`src/rtl/stream_pkg.sv`:
```
// Shared types and widths for the byte-to-word packing path.
package stream_pkg;

  localparam int BYTE_W = 8;
  localparam int WORD_W = 16;

  typedef enum logic [1:0] {
    EMPTY = 2'd0,
    HALF  = 2'd1,
    PEND  = 2'd2
  } state_t;

  // SWAP=0 puts the first byte in the low half; SWAP=1 puts it in the high half.
  function automatic logic [WORD_W-1:0] pack_word(input logic [BYTE_W-1:0] first,
                                                  input logic [BYTE_W-1:0] second,
                                                  input logic              swap);
    return swap ? {first, second} : {second, first};
  endfunction

endpackage

```
`src/rtl/word_out_reg.sv`:
```
// Output word register with valid/ready handshake; reports when it can take a new word.
module word_out_reg
  import stream_pkg::*;
(
  input  logic              clk,
  input  logic              reset,
  input  logic              load,
  input  logic [WORD_W-1:0] load_data,
  input  logic              load_padded,
  input  logic              out_ready,
  output logic [WORD_W-1:0] out_data,
  output logic              out_valid,
  output logic              out_padded,
  output logic              out_free
);

  logic [WORD_W-1:0] data_q, data_d;
  logic              valid_q, valid_d;
  logic              padded_q, padded_d;

  // A load in the same cycle as a handshake replaces the word with no bubble.
  always_comb begin
    data_d   = data_q;
    padded_d = padded_q;
    valid_d  = valid_q && !out_ready;
    if (load) begin
      data_d   = load_data;
      padded_d = load_padded;
      valid_d  = 1'b1;
    end
  end

  always_ff @(posedge clk) begin
    if (reset) begin
      data_q   <= '0;
      valid_q  <= 1'b0;
      padded_q <= 1'b0;
    end else begin
      data_q   <= data_d;
      valid_q  <= valid_d;
      padded_q <= padded_d;
    end
  end

  assign out_data   = data_q;
  assign out_valid  = valid_q;
  assign out_padded = padded_q;
  assign out_free   = !valid_q || out_ready;

endmodule

```
`src/rtl/byte_pair_packer.sv`:
```
// Packs a valid/ready byte stream into 16-bit words, padding odd-length packets.
module byte_pair_packer
  import stream_pkg::*;
#(
  parameter bit               SWAP = 1'b0,
  parameter logic [BYTE_W-1:0] PAD = 8'h00
) (
  input  logic              CLK,
  input  logic              RESET,
  input  logic [BYTE_W-1:0] in_data,
  input  logic              in_valid,
  input  logic              in_last,
  output logic              in_ready,
  output logic [WORD_W-1:0] out_data,
  output logic              out_valid,
  output logic              out_padded,
  input  logic              out_ready,
  output logic [15:0]       word_count,
  output state_t            dbg_state
);

  // Handshake rule on both sides: a transfer happens on a rising edge where
  // valid && ready; the sender holds data/valid stable until that edge.

  state_t            state_q, state_d;
  logic [BYTE_W-1:0] first_q, first_d;
  logic [15:0]       word_count_q, word_count_d;

  logic              accept;
  logic              load;
  logic [WORD_W-1:0] load_data;
  logic              load_padded;
  logic              out_free;

  always_ff @(posedge CLK) begin
    if (RESET) begin
      state_q      <= EMPTY;
      first_q      <= '0;
      word_count_q <= '0;
    end else begin
      state_q      <= state_d;
      first_q      <= first_d;
      word_count_q <= word_count_d;
    end
  end

  always_comb begin
    state_d = state_q;
    case (state_q)
      EMPTY:   if (accept) state_d = in_last ? PEND : HALF;
      HALF:    if (accept) state_d = EMPTY;
      PEND:    if (out_free) state_d = EMPTY;
      default: state_d = EMPTY;
    endcase
  end

  always_comb begin
    in_ready    = 1'b0;
    load        = 1'b0;
    load_padded = 1'b0;
    load_data   = pack_word(first_q, in_data, SWAP);
    first_d     = first_q;
    case (state_q)
      EMPTY: begin
        in_ready = 1'b1;
        if (in_valid) first_d = in_data;
      end
      HALF: begin
        in_ready = out_free;
        load     = in_valid && out_free;
      end
      PEND: begin
        load        = out_free;
        load_padded = 1'b1;
        load_data   = pack_word(first_q, PAD, SWAP);
      end
      default: ;
    endcase
  end

  assign accept = in_valid && in_ready;

  always_comb begin
    word_count_d = word_count_q;
    if (out_valid && out_ready) word_count_d = word_count_q + 16'd1;
  end

  word_out_reg u_out (
    .clk         (CLK),
    .reset       (RESET),
    .load        (load),
    .load_data   (load_data),
    .load_padded (load_padded),
    .out_ready   (out_ready),
    .out_data    (out_data),
    .out_valid   (out_valid),
    .out_padded  (out_padded),
    .out_free    (out_free)
  );

  assign word_count = word_count_q;
  assign dbg_state  = state_q;

endmodule
```
`config.mk`:
```
export PLATFORM = sky130hd
export DESIGN_NAME = byte_pair_packer
export DESIGN_NICKNAME = d
export VERILOG_FILES = /design/src/rtl/stream_pkg.sv /design/src/rtl/word_out_reg.sv /design/src/rtl/byte_pair_packer.sv
export SDC_FILE = /design/constraint.sdc
export NUM_CORES = 1
export LEC_CHECK = 0
export CAP_MARGIN = 20
export CORE_ASPECT_RATIO = 0.75
export CORE_UTILIZATION = 30
export CTS_CLUSTER_DIAMETER = 200
export CTS_CLUSTER_SIZE = 40
export DETAILED_ROUTE_END_ITERATION = 8
export RECOVER_POWER = 50
export REMOVE_ABC_BUFFERS = 1
export SYNTH_ARGS = -nofsm -noshare
export SYNTH_HDL_FRONTEND = slang
export SYNTH_SLANG_ARGS = --single-unit
```
`constraint.sdc`:
```
create_clock -name CLK -period 2 [get_ports CLK]
set_input_delay 0.5 -clock CLK [delete_from_list [all_inputs] [get_ports CLK]]
set_output_delay 0.5 -clock CLK [all_outputs]
set_load 0.005 [all_outputs]
```
==> summary.md <==
| Metric | Value |
|---|---|
| Hold Crit Class | register to register |
| WP data required | ~1.5 ns |
| Power, Total | 1760 uW |
| Hold Path Depth | 2 |
| Leak Pwr | 0.00106 uW |
| CTS root buffer | clkbuf_8 |
| Setup ws final | 0.0473 ns |
| # fillers | around 600 |
| Avg Synthesized Cell Area | 9.16 um2 |
| Crit path largest cell delay | 0.25 ns |
| Clk slew on worst S/H paths | 0.08 ns |
| Critical path class | input pin to output pin |
| # setup viols final | 0 |
| Crit path cell chain | dlygate4sd2_1 > or2b_4 > a21o_2 > dlygate4sd2_1 |
| Worst skew pair latency | 0.28 ns |
| Placeable Area | 0.00586 mm2 |
| Top-area cell type share of the netlist area | 47.9% |
| Crit-path slowest cell | dlygate4sd2_1 |
| Layout cells sized above 1 | 11.0% |
| Vias per inst | 4.57 |
| IO Count | 50 |
| Synth Instances | 201 |
| RSZ-0062 raised after global routing | no |
| Hold Slack | 0.461 ns |
| Post-synth top flop | dfxtp_1 |
| Top area cells in the synthesized netlist | dfxtp_1 48%, mux2i_1 8.7%, nor2_1 6.7% |
| CP Capture Type | output pin |
| Largest net degree at the start of global routing | 20 |
| Worst vdd ir | 0.340 mV |
| Clock buffer depth | 2 |
| Status | finished clean |
| Row count | 24 |
| Setup WS pre-CTS | -0.334 ns |
| Final hold violation count | 0 |
| Netlist Area Pre-Place | between 0.0015 and 0.002 mm2 |
| CP arrival | between 1 and 1.5 ns |
| Worst Path Buf+Inv | 2 |
| Final Critical Period | 1.95 ns |
| Num Clock Sinks | 44 |
| Grt total ovfl | 0 |
| Library cells used by synthesis | 34 |
| Initial Utilization | 31.4% |
| Setup TNS | 0 ns |
| R2R depth | 6 |
| TritonCTS clock tree | done |
| Max-cap violations | 0 |
| EDFF count, synth | 0 |
| Cell mode on critical path | dlygate4sd2_1 |
| Yosys reg bits | 44 |
| Skew final | 0.00463 ns |
| Crit path max fanout | 2 |
| Initial antenna violation count | 0 |
| Crit. path cell count | 4 |
| Post-CTS Setup Inserts | 0 |
| Total track usage | 13.4% |
| Area of placed instances | 0.00252 mm2 |
| Seq/Total Area, Yosys | 47.9% |
| Post-Route WL | 4150 um |
| Die Wd | 92.4 um |
| Slew @ Worst Pin | 0.629 ns |
| Die area | approximately 0.0065 mm2 |
| Synth area leader | dfxtp_1 |
| CP top delay family | buffers and inverters |
| Vias in the first global route | 1,374 |
| Relative slew slack | roughly three fifths |
| CP startpoint kind | input pin |
| Yosys synthesis warning count | 0 |
| Final instance area | 0.00260 mm2 |
| Period utilization | 97.6% |
| # DRC | 0 |
| Routability cong. | 0.754 |
| Max Freq | 512 MHz |
| DRT Pass-1 Iters | 3 |
| Cell area power density | 678 mW/mm2 |
| Ant. Diodes | 0 |
| First-pass GRT wire length | 6790 um |
| IO Port Bufs | 49 |
| FFs w/ async S/R, synth | 0% |
| Total Nets Final | 279 |
| ANT nets after route | 0 |
| Htree depth | 2 |
| Half-perimeter wire length after placement | 3130 um |
| Register area | 882 um2 |
| Iteration-0 DRC Markers | 58 |
| Cts bufs inserted | 5 |
| Via count | 1,559 |
| Final Slew Violations | 0 |
| Area Growth Syn to Fin | 41.2% |
| Multi-input logic area | 896 um2 |
| Die Span Y | 69.8 um |
| Wire per inst | 12.2 um |
==> repair_timing <==
action / 4_1_cts / 5_1_grt
pin swaps: 0 / 0
endpoints found under the setup margin: 1 / 1
hold buffers: 0 / 0
resized for setup: 2 / 1
==> cells by family after synthesis <==
logic type	synth area share (%)
simple gates	24.3
flops	47.9
compound gates	6.59
mux	9.31
buf+inv	3.47
xor+xnor	5.71
fa+ha+maj	2.72
==> metrics by stage <==
step                cells  utilization (%)
floorplan             192                -
global placement      333             43.0
detailed placement    333             43.0
CTS                   341             44.8
global route          341             44.4
finish                341             44.4
==> layer usage <==
metal	global-route usage [%]	up-vias	share of wire (%)
met3	3.95	4	4.5
li1	-	807	-
met4	3.13	0	0.53
met1	19.4	722	53
met5	0	-	0
met2	19.4	26	42
==> cell usage after synthesis (2+ instances only) <==
master and number:
a21oi_1 14, buf_1 3, buf_4 2, clkbuf_1 4, dfxtp_1 44, ha_1 4
inv_1 6, mux2i_1 16, nand2_1 15, nand2b_1 2, nand3_1 15, nand4_1 5
nor2_1 33, nor3_1 4, nor4_1 4, o21ai_0 2, xnor2_1 8, xor2_1 4
==> cells in the final DEF, fill, tap and decap left out, drive strengths merged, types with 5 or more instances in the layout <==
| master | synthesis | routed |
|---|---|---|
| nand4 | 6 | 6 |
| dfxtp | 44 | 44 |
| nand3 | 15 | 15 |
| nand2 | 16 | 16 |
| mux2i | 16 | 16 |
| clkdlybuf4s50 | 0 | 45 |
| inv | 6 | 6 |
| buf | 5 | 10 |
| xnor2 | 8 | 8 |
| nor2 | 33 | 33 |
| a21oi | 15 | 15 |
| nor3 | 5 | 5 |
| clkbuf | 4 | 10 |
==> worst paths after layout <==
path	start	endpoint	slack, ns
worst max-delay path	out_ready	in_ready	0.05
worst min-delay path	first_q[6]$_SDFFE_PP0P_	first_q[6]$_SDFFE_PP0P_	0.46
worst max register to register	dbg_state[0]$_SDFFE_PP0P_	u_out.out_data[15]$_SDFFE_PP0P_	0.21
worst min register to register	first_q[6]$_SDFFE_PP0P_	first_q[6]$_SDFFE_PP0P_	0.46
==> flip-flops by register name, indices dropped and copies added, names as in the netlist <==
register	count
dbg_state	2
first_q	8
u_out.out_data	16
u_out.out_padded	1
u_out.out_valid	1
word_count	16
==> final cells by class <==
type                    count  area share, %
flip-flops and latches     44           33.9
well taps                  78           3.76
clock inverters             2           1.35
multi-input cells         142           34.5
repair buffers             63           22.8
inverters                   6          0.867
clock buffers               6           2.79
==> worst register-to-register path, stage by stage (launching register included) <==
cell      delay, ns
dfxtp_1        0.38
inv_1          0.07
ha_1           0.33
nand4_1        0.09
clkbuf_1       0.50
mux2i_1        0.26
nor2_1         0.05
==> where the power goes <==
group          switching [uW]  internal, uW  total, uW
sequential               13.2           898        911
combinational            96.5          95.0        191
clock                     288           371        659
(Power assumes the default switching activity.)
